## config.mk

```make
export PLATFORM = sky130hd
export DESIGN_NAME = i2s_frame_ctrl
export DESIGN_NICKNAME = d
export VERILOG_FILES = /design/src/rtl/i2s_pkg.sv /design/src/rtl/i2s_mclk_div.sv /design/src/rtl/i2s_frame_ctrl.sv
export SDC_FILE = /design/constraint.sdc
export NUM_CORES = 1
export LEC_CHECK = 0
export BUFFER_PORTS_ARGS = -buffer_cell sky130_fd_sc_hd__buf_2
export CORE_ASPECT_RATIO = 0.5
export CORE_MARGIN = 2
export CORE_UTILIZATION = 56
export CTS_BUF_LIST = sky130_fd_sc_hd__clkbuf_4 sky130_fd_sc_hd__clkbuf_8
export CTS_CLUSTER_DIAMETER = 50
export DETAILED_ROUTE_END_ITERATION = 10
export GPL_TIMING_DRIVEN = 0
export HOLD_SLACK_MARGIN = 0.03
export MAX_ROUTING_LAYER = met4
export PLACE_DENSITY = 0.84
export SKIP_CTS_REPAIR_TIMING = 1
export SYNTH_ARGS = -nofsm -noshare
export SYNTH_HDL_FRONTEND = slang
export SYNTH_SLANG_ARGS = --single-unit
```

## constraint.sdc

```tcl
create_clock -name ctl_clk -period 5.15 [get_ports ctl_clk]
set_input_delay 0.515 -clock ctl_clk [delete_from_list [all_inputs] [get_ports ctl_clk]]
set_output_delay 0.515 -clock ctl_clk [all_outputs]
set_load 0.1 [all_outputs]
```

## src/rtl/i2s_pkg.sv

```systemverilog
// Shared types and default geometry for the I2S frame controller.
package i2s_pkg;

  typedef enum logic [1:0] {
    ST_IDLE = 2'd0,
    ST_RUN  = 2'd1,
    ST_STOP = 2'd2
  } i2s_state_e;

  localparam int DEF_BITWIDTH  = 24;
  localparam int DEF_SLOT_BITS = 32;
  localparam int DEF_BCLK_DIV  = 32;
  localparam int DEF_MCLK_DIV  = 4;

endpackage

```

## src/rtl/i2s_mclk_div.sv

```systemverilog
// Free-running mclk divider: high for MCLK_DIV/2 cycles, then low for MCLK_DIV/2.
module i2s_mclk_div
  import i2s_pkg::*;
#(
  parameter int MCLK_DIV = DEF_MCLK_DIV
) (
  input  logic clk_i,
  input  logic rst_i,
  output logic mclk_o
);

  localparam int CW = $clog2(MCLK_DIV);
  localparam logic [CW-1:0] CNT_LAST = CW'(MCLK_DIV - 1);
  localparam logic [CW-1:0] CNT_HALF = CW'(MCLK_DIV / 2);

  logic [CW-1:0] cnt_q, cnt_d;
  logic          mclk_q, mclk_d;

  always_comb begin
    cnt_d  = (cnt_q == CNT_LAST) ? '0 : cnt_q + 1'b1;
    mclk_d = (cnt_q < CNT_HALF);
  end

  always_ff @(posedge clk_i or posedge rst_i) begin
    if (rst_i) begin
      cnt_q  <= '0;
      mclk_q <= 1'b0;
    end else begin
      cnt_q  <= cnt_d;
      mclk_q <= mclk_d;
    end
  end

  assign mclk_o = mclk_q;

endmodule

```

## src/rtl/i2s_frame_ctrl.sv

```systemverilog
// I2S frame sequencer: bclk/lrck generation, one-entry sample holding register,
// per-frame load/shift strobes for the serializer and underrun accounting.
module i2s_frame_ctrl
  import i2s_pkg::*;
#(
  parameter int BITWIDTH  = DEF_BITWIDTH,
  parameter int SLOT_BITS = DEF_SLOT_BITS,
  parameter int BCLK_DIV  = DEF_BCLK_DIV,
  parameter int MCLK_DIV  = DEF_MCLK_DIV
) (
  input  logic                ctl_clk,
  input  logic                ctl_rst,
  input  logic                enable,
  input  logic                s_valid,
  output logic                s_ready,
  input  logic [BITWIDTH-1:0] s_data_l,
  input  logic [BITWIDTH-1:0] s_data_r,
  input  logic                underrun_clr,
  output logic                i2s_mclk,
  output logic                i2s_bclk,
  output logic                i2s_lrck,
  output logic                tx_load,
  output logic                tx_shift,
  output logic [BITWIDTH-1:0] tx_data_l,
  output logic [BITWIDTH-1:0] tx_data_r,
  output logic                busy,
  output logic [15:0]         underrun_cnt
);

  localparam int FRAME_BITS = 2 * SLOT_BITS;
  localparam int DIV_W      = $clog2(BCLK_DIV);
  localparam int BIT_W      = $clog2(FRAME_BITS);

  localparam logic [DIV_W-1:0] DIV_LAST   = DIV_W'(BCLK_DIV - 1);
  localparam logic [DIV_W-1:0] DIV_HALF   = DIV_W'(BCLK_DIV / 2);
  localparam logic [BIT_W-1:0] BIT_LAST   = BIT_W'(FRAME_BITS - 1);
  localparam logic [BIT_W-1:0] BIT_RIGHT  = BIT_W'(SLOT_BITS);

  i2s_state_e          state_q, state_d;
  logic [DIV_W-1:0]    div_cnt_q, div_cnt_d;
  logic [BIT_W-1:0]    bit_cnt_q, bit_cnt_d;
  logic                hold_full_q, hold_full_d;
  logic [BITWIDTH-1:0] hold_l_q, hold_l_d, hold_r_q, hold_r_d;
  logic [BITWIDTH-1:0] tx_data_l_q, tx_data_l_d, tx_data_r_q, tx_data_r_d;
  logic                s_ready_q, s_ready_d;
  logic                bclk_q, bclk_d, lrck_q, lrck_d;
  logic                tx_load_q, tx_load_d, tx_shift_q, tx_shift_d;
  logic                busy_q, busy_d;
  logic [15:0]         underrun_cnt_q, underrun_cnt_d;

  logic frame_end, boundary, accept, active;

  always_comb begin
    active    = (state_q != ST_IDLE);
    frame_end = (div_cnt_q == DIV_LAST) && (bit_cnt_q == BIT_LAST);
    boundary  = (state_q == ST_RUN) && (div_cnt_q == '0) && (bit_cnt_q == '0);
    accept    = s_valid && s_ready_q;

    state_d = state_q;
    case (state_q)
      ST_IDLE: if (enable)    state_d = ST_RUN;
      ST_RUN:  if (!enable)   state_d = ST_STOP;
      ST_STOP: if (frame_end) state_d = ST_IDLE;
      default:                state_d = ST_IDLE;
    endcase

    div_cnt_d = '0;
    bit_cnt_d = '0;
    if (active) begin
      div_cnt_d = (div_cnt_q == DIV_LAST) ? '0 : div_cnt_q + 1'b1;
      bit_cnt_d = bit_cnt_q;
      if (div_cnt_q == DIV_LAST)
        bit_cnt_d = (bit_cnt_q == BIT_LAST) ? '0 : bit_cnt_q + 1'b1;
    end

    // The boundary drains the holding register before a same-cycle accept refills it.
    hold_full_d    = hold_full_q;
    hold_l_d       = hold_l_q;
    hold_r_d       = hold_r_q;
    tx_data_l_d    = tx_data_l_q;
    tx_data_r_d    = tx_data_r_q;
    underrun_cnt_d = underrun_cnt_q;
    if (boundary) begin
      hold_full_d = 1'b0;
      if (hold_full_q) begin
        tx_data_l_d = hold_l_q;
        tx_data_r_d = hold_r_q;
      end else begin
        tx_data_l_d = '0;
        tx_data_r_d = '0;
        if (underrun_cnt_q != 16'hFFFF) underrun_cnt_d = underrun_cnt_q + 16'd1;
      end
    end
    if (accept) begin
      hold_full_d = 1'b1;
      hold_l_d    = s_data_l;
      hold_r_d    = s_data_r;
    end
    if (state_d == ST_IDLE) hold_full_d = 1'b0;
    if (underrun_clr)       underrun_cnt_d = '0;

    s_ready_d  = (state_d == ST_RUN) && !hold_full_d;
    bclk_d     = active && (div_cnt_q >= DIV_HALF);
    lrck_d     = active && (bit_cnt_q >= BIT_RIGHT);
    tx_load_d  = boundary;
    tx_shift_d = active && (div_cnt_q == '0) && (bit_cnt_q != '0);
    busy_d     = active;
  end

  always_ff @(posedge ctl_clk or posedge ctl_rst) begin
    if (ctl_rst) begin
      state_q        <= ST_IDLE;
      div_cnt_q      <= '0;
      bit_cnt_q      <= '0;
      hold_full_q    <= 1'b0;
      hold_l_q       <= '0;
      hold_r_q       <= '0;
      tx_data_l_q    <= '0;
      tx_data_r_q    <= '0;
      s_ready_q      <= 1'b0;
      bclk_q         <= 1'b0;
      lrck_q         <= 1'b0;
      tx_load_q      <= 1'b0;
      tx_shift_q     <= 1'b0;
      busy_q         <= 1'b0;
      underrun_cnt_q <= '0;
    end else begin
      state_q        <= state_d;
      div_cnt_q      <= div_cnt_d;
      bit_cnt_q      <= bit_cnt_d;
      hold_full_q    <= hold_full_d;
      hold_l_q       <= hold_l_d;
      hold_r_q       <= hold_r_d;
      tx_data_l_q    <= tx_data_l_d;
      tx_data_r_q    <= tx_data_r_d;
      s_ready_q      <= s_ready_d;
      bclk_q         <= bclk_d;
      lrck_q         <= lrck_d;
      tx_load_q      <= tx_load_d;
      tx_shift_q     <= tx_shift_d;
      busy_q         <= busy_d;
      underrun_cnt_q <= underrun_cnt_d;
    end
  end

  i2s_mclk_div #(.MCLK_DIV(MCLK_DIV)) u_mclk_div (
    .clk_i  (ctl_clk),
    .rst_i  (ctl_rst),
    .mclk_o (i2s_mclk)
  );

  assign s_ready      = s_ready_q;
  assign i2s_bclk     = bclk_q;
  assign i2s_lrck     = lrck_q;
  assign tx_load      = tx_load_q;
  assign tx_shift     = tx_shift_q;
  assign tx_data_l    = tx_data_l_q;
  assign tx_data_r    = tx_data_r_q;
  assign busy         = busy_q;
  assign underrun_cnt = underrun_cnt_q;

endmodule

```

==> results of run 1 <==
where the power goes:
group / switching (W) / internal (W) / total [W]
registers: 0.000211 / 0.00144 / 0.00165
logic: 0.00173 / 0.000437 / 0.00216
clock network: 0.000405 / 0.000523 / 0.000928
total: 0.00234 / 0.00240 / 0.00474
kinds of logic after synthesis:
family,count (synthesis),share of synthesized area
adder cells (fa/ha/maj),7,0.0155
AND/OR/NAND/NOR,239,0.207
flip-flops,135,0.599
multiplexers,56,0.112
AO/OA/AOI/OAI,25,0.0277
buffers and inverters,42,0.0313
XOR/XNOR,5,0.00777
worst max-delay path, delay by kind of cell (launching register included):
kind | cells | cell delay [ps]
simple gates | 4 | 1210
flops | 1 | 440
fa+ha+maj | 1 | 140
buf+inv | 5 | 950
how the worst max path moves through the flow:
stage / to / cells after the start / startpoint
2_1_floorplan: bit_cnt_q[0]$_DFFE_PP0P_ / 1 / ctl_rst
3_3_place_gp: underrun_cnt[7]$_DFFE_PP0P_ / 2 / ctl_rst
3_5_place_dp: tx_data_r[4]$_DFFE_PP0P_ / 10 / bit_cnt_q[0]$_DFFE_PP0P_
4_1_cts: tx_data_r[7]$_DFFE_PP0P_ / 10 / bit_cnt_q[0]$_DFFE_PP0P_
5_1_grt: underrun_cnt[13]$_DFFE_PP0P_ / 6 / underrun_cnt[0]$_DFFE_PP0P_
6_report: tx_data_r[4]$_DFFE_PP0P_ / 10 / bit_cnt_q[1]$_DFFE_PP0P_
Yosys cell counts (3+ instances only):
| library cell | instances | share of area |
|---|---|---|
| nor2_1 | 20 | 0.013 |
| nor2b_1 | 11 | 0.012 |
| nor3_1 | 5 | 0.0044 |
| nor4_1 | 7 | 0.0078 |
| buf_1 | 5 | 0.0033 |
| clkbuf_1 | 20 | 0.013 |
| o31ai_1 | 4 | 0.0053 |
| or4_1 | 5 | 0.0067 |
| mux2_2 | 56 | 0.11 |
| nand3_1 | 60 | 0.053 |
| xor2_1 | 4 | 0.0062 |
| inv_1 | 11 | 0.0073 |
| dfrtp_1 | 135 | 0.60 |
| ha_1 | 7 | 0.016 |
| buf_2 | 3 | 0.0027 |
| and3_1 | 4 | 0.0044 |
| nand4_1 | 7 | 0.0078 |
| a21oi_1 | 10 | 0.0089 |
| nand2_1 | 104 | 0.069 |
| nand2b_1 | 3 | 0.0033 |
| o21ai_0 | 4 | 0.0036 |
area by class of cell:
type / count / area (um2)
Antenna cell: 1 / 2.50
Buffer: 30 / 131
Clock buffer: 21 / 283
Clock inverter: 11 / 148
Fill cell: 705 / 2720
Inverter: 12 / 50.0
Multi-Input combinational cell: 332 / 2080
Sequential cell: 135 / 3380
Tap cell: 135 / 169
Timing Repair Buffer: 124 / 643
stage by stage:
stage / area, um2 / instances / setup TNS [ps] / hold slack (ps)
detailed placement: 6450 / 768 / 0 / 423
finish: 6890 / 801 / 0 / 196
global route: 6890 / 801 / 0 / 254
CTS: 6890 / 800 / 0 / 209
floorplan: 5640 / 509 / 0 / 398
global placement: 6420 / 767 / -41290 / 405
routing by layer:
layer / part of all wire / vias to the layer above / track usage
met2: 0.49 / 158 / 0.410
met1: 0.43 / 2102 / 0.302
met3: 0.055 / 35 / 0.0497
li1: - / 2038 / -
met5: 0 / - / -
met4: 0.029 / 0 / 0.130
state kept, by name, summed over array words and instances, names as in the netlist, 2 cells and up:
register,flops
hold_l_q,24
tx_data_l,24
div_cnt_q,5
u_mclk_div.cnt_q,2
bit_cnt_q,6
state_q,2
tx_data_r,24
underrun_cnt,16
hold_r_q,24
placed cells by master (no fill, tap or decap), types with 4 or more instances in the layout:
cell type / n
a21oi_1: 10
and3_1: 4
buf_1: 5
buf_2: 126
clkbuf_1: 20
clkbuf_8: 20
clkinv_4: 4
dfrtp_1: 135
ha_1: 7
inv_1: 10
mux2_2: 56
nand2_1: 104
nand3_1: 60
nand4_1: 7
nor2_1: 20
nor2b_1: 11
nor3_1: 5
nor4_1: 7
o21ai_0: 4
o31ai_1: 4
or4_1: 5
xor2_1: 4
==> flow_summary.toml, run 1 <==
[sta]
fmax_mhz = 356
rsz0062_at_grt = "no"
setup_ws_ps = 2340
fin_crit_sh = 0.545
slew_violations = 0
skew_ps = 13.2
period_minus_slack_ps = 2810
relSlewSlack = 0.349
setup_viol = 0
tightest_slew_ps = 968
final-hold-violation-count = 0

[cts]
clk_latency_ps = 440
clkTransAtPathRegs_ps = 70
clock_tree.root_cell = "clkbuf_8"
htree_num_levels = 4
cts-buffers-inserted = 17
cts.path.max_buffers = 2
tritoncts = "built"
cts.sinks = 135

[logic_synthesis]
synth.cell_area_um2 = 5640
syn_area_per_cell_um2 = 11.1
ys_ff_latch = 135
syn-num-nets = 569
synth-edff-count = 0
ys.flop_type = "dfrtp_1"
synth_cell_types = 40
synthArstFlopShare = 1.00
synth_cells = 509
synth_warnings = 0
synth_seq_area_share = 0.599

[worst_setup_path]
cp_slowest_stage_delay_ps = 510
setup.worst_path.class = "reg -> reg"
path_cells = "inv_1 > ha_1 > or4b_4 > or4_1 > clkbuf_1 > inv_2 > buf_2 > buf_2 > nand3_1 > nand2_1"
r2r_cells = 10
cp_slowest_cell = "or4_1"
rr_endpoint = "tx_data_r[4]$_DFFE_PP0P_"
r2r-start = "bit_cnt_q[1]$_DFFE_PP0P_"
crit_fanout = 10
cp_common_cell = "buf_2"
critPathRequiredTime_ps = 5520
crit_path_end_kind = "register"
ff2ff_setup_slack_ps = 2340
startpoint_type = "register"
arrival_ps = 3180

[power_and_ir_drop]
peakVddDrop_uv = 449
powerDensity_nw_per_um2 = 688
total_power_w = 0.00474
leakage_nw = 3.55

[grt]
globalRouteTotalUtil = 0.249
grt_max_degree = 75
grt_pass1_vias = 4323
grt_pass1_wl_um = 20300
grt-ovfl-total = 0
antenna_found_initial = 1

[floorplanning]
rows = 25
die_height_um = 75.0
coreArea_um2 = 9600
initial_core_util = 0.587
dieArea_um2 = 10900
ios = 124
die_width_um = 146

[drt]
wire_per_inst_um = 15.5
vias_per_cell = 5.41
final_antenna_net_count = 0
drt_iter0_drc = 320
dr.pass1.iters = 4
drc_errors = 0
wl_um = 12400
vias = 4333

[cells_and_area]
utilization = 0.717
num-nets-final = 712
final_layout_size_suffix_gt1_frac = 0.337
area_growth_syn_to_layout_pct = 22.2

[job]
drv_cap = 0

[placement]
portBuffers = 123
place_ws_ps = 2380
dp_hpwl_um = 8630
gp_congestion = 0.884

[worst_hold_path]
min_path_type = "in -> async"

[run_status]
status = "completed"
Power figures use the tool's default switching activity.
==> run 2: changes to the inputs <==
ABC_AREA = 1   (was unset)
CORE_UTILIZATION = 51   (was 56)
PLACE_DENSITY = 0.8   (was 0.84)
clock period = 2.55 ns   (was 5.15 ns; I/O delays follow)
==> run 2 against run 1 <==
Against the previous run: global-route usage shrank 2.1 points; first-iteration DRC count shrank 54%; final cell count grew 12%; cell area grew 5.3%; clock power grew 120%; maximum frequency grew 48%; utilization shrank 5.7 points; critical endpoint is now bit_cnt_q[5]$_DFFE_PP0P_; largest cell class unchanged; largest power group is now registers.
==> flow_summary.toml, run 2 <==
[run_status]
status = "completed"

[cells_and_area]
final_layout_size_suffix_gt1_frac = 0.312
area_growth_syn_to_layout_pct = 26.1
num-nets-final = 800
stdcell_area_um2 = 7250
final_cell_mix = "nand2_1, dfrtp_1, buf_2"
fin_cells = 898
diodes = 0
final_common_cell = "nand2_1"

[logic_synthesis]
synth_seq_area_share = 0.587
syn_area_per_cell_um2 = 9.97
yosys.area.top_type = "dfrtp_1"
synth.most_common_cell = "nand2_1"
synthArstFlopShare = 1.00
syn-num-nets = 637
netlist_top_cells_count = "nand2_1, dfrtp_1, o21ai_0, mux2_2, nor2_1"
synth_warnings = 0
ys.flop_type = "dfrtp_1"
synth_cell_types = 28
synth-edff-count = 0
yosys-top-cells-area = "dfrtp_1, nand2_1, mux2_2, o21ai_0, nor2_1"
synth_top_area_frac = 0.587
synth_cells = 577
ys_ff_latch = 135
synth.cell_area_um2 = 5750

[grt]
globalRouteTotalUtil = 0.228
grt_pass1_wl_um = 21000
grt_max_degree = 39
grt-ovfl-total = 0
grt_pass1_vias = 4317
antenna_found_initial = 0

[power_and_ir_drop]
powerDensity_nw_per_um2 = 596
peakVddDrop_uv = 422
leakage_nw = 3.77

[sta]
skew_ps = 12.2
rsz0062_at_grt = "no"
relSlewSlack = 0.586
slew_violations = 0
hold_ws_ps = 48.5
fmax_mhz = 525
final-hold-violation-count = 0
fin_crit_sh = 0.747
tightest_slew_ps = 619
setup_ws_ps = 646
setup_viol = 0
period_minus_slack_ps = 1900
fin_tns_setup_ps = 0

[drt]
vias_per_cell = 5.00
wl_um = 12800
wire_per_inst_um = 14.3
drt_iter0_drc = 147
final_antenna_net_count = 0
vias = 4487
dr.pass1.iters = 4
drc_errors = 0

[cts]
htree_num_levels = 4
cts.sinks = 135
clock_tree.root_cell = "clkbuf_8"
tritoncts = "built"
cts-buffers-inserted = 17
cts.path.max_buffers = 2
clk_latency_ps = 430
clkTransAtPathRegs_ps = 80

[job]
drv_cap = 0

[worst_setup_path]
arrival_ps = 2230
setup.worst_path.class = "reg -> reg"
critPathRequiredTime_ps = 2870
crit_path_end_kind = "register"
startpoint_type = "register"
crit_fanout = 7

[placement]
portBuffers = 123
gp_congestion = 0.820
dp_hpwl_um = 9010
placed_cell_area_um2 = 6610
dp.cells = 848
place_ws_ps = 694

[floorplanning]
ios = 124
die_height_um = 79.1
initial_core_util = 0.524
rows = 27
coreArea_um2 = 11000
die_width_um = 154
dieArea_um2 = 12200

[worst_hold_path]
min_path_type = "in -> reg"
run 2: cell types whose count changed after synthesis, moves of 7 or more:
cell and change:
a21oi_1 -7, buf_2 +8, clkbuf_1 -12, inv_1 +19, mux2_2 -8, nand2_1 +68
nand3_1 -35, nand3b_1 +7, nor2_1 +14, nor2b_1 -11, nor4_1 -7, o21ai_0 +51
run 2: metal layers:
| layer | GRT usage | vias to the layer above | wire length, um |
|---|---|---|---|
| met5 | - | - | 0 |
| met1 | 0.284 | 2189 | 5880 |
| li1 | - | 2198 | - |
| met4 | 0.0804 | 0 | 179 |
| met3 | 0.0579 | 17 | 508 |
| met2 | 0.370 | 83 | 6250 |
run 2: logic make-up after synthesis:
| family | count (synthesis) | synth area share |
|---|---|---|
| AND/OR/NAND/NOR | 263 | 0.196 |
| flip-flops | 135 | 0.587 |
| AO/OA/AOI/OAI | 59 | 0.0513 |
| buffers and inverters | 57 | 0.0435 |
| multiplexers | 48 | 0.0940 |
| XOR/XNOR | 8 | 0.0122 |
| adder cells (fa/ha/maj) | 7 | 0.0152 |
run 2: where the power goes:
group | total [W] | switching (W) | internal (W)
Sequential | 0.00214 | 0 | 0.00214
Clock | 0.00206 | 0.000882 | 0.00117
Combinational | 0.000128 | 0.0000676 | 0.0000599
Total | 0.00432 | 0.000950 | 0.00337
run 2: through the flow:
step | util | total power, W
after floorplan | - | 0.00223
after global placement | 0.597 | 0.00228
after detailed placement | 0.602 | 0.00229
after CTS | 0.644 | 0.00434
after global routing | 0.661 | 0.00448
final | 0.661 | 0.00432
run 2: path summary, 6_finish.rpt:
kind	startpoint	to	slack (ps)	depth (start not counted)
setup / recovery	div_cnt_q[0]$_DFF_PP0_	bit_cnt_q[5]$_DFFE_PP0P_	650	11
min in group asynchronous	ctl_rst	tx_data_l[20]$_DFFE_PP0P_	450	3
hold / removal	s_data_r[2]	hold_r_q[2]$_DFFE_PP0P_	50	2
hold reg to reg	u_mclk_div.cnt_q[1]$_DFF_PP0_	u_mclk_div.mclk_o$_DFF_PP0_	430	1
max in group asynchronous	ctl_rst	hold_r_q[21]$_DFFE_PP0P_	1250	5
setup reg to reg	div_cnt_q[0]$_DFF_PP0_	bit_cnt_q[5]$_DFFE_PP0P_	650	11
run 2: final cells by class:
class,instances,area [um2]
fill,886,3730
tap,145,181
sequential,135,3380
inverter,34,131
multi-input combinational,385,2120
clock inverter,15,225
clock buffer,17,234
timing repair buffer,144,856
buffer,23,123
run 2: critical path, stage by stage (launching register included):
cell and delay, ps:
dfrtp_1 410, ha_1 190, nand2_1 70, nor2_1 110, ha_1 300, inv_1 100
nand2_2 140, nand2_1 100, o21ai_1 180, nand2_1 70, o21ai_0 80, inv_1 60
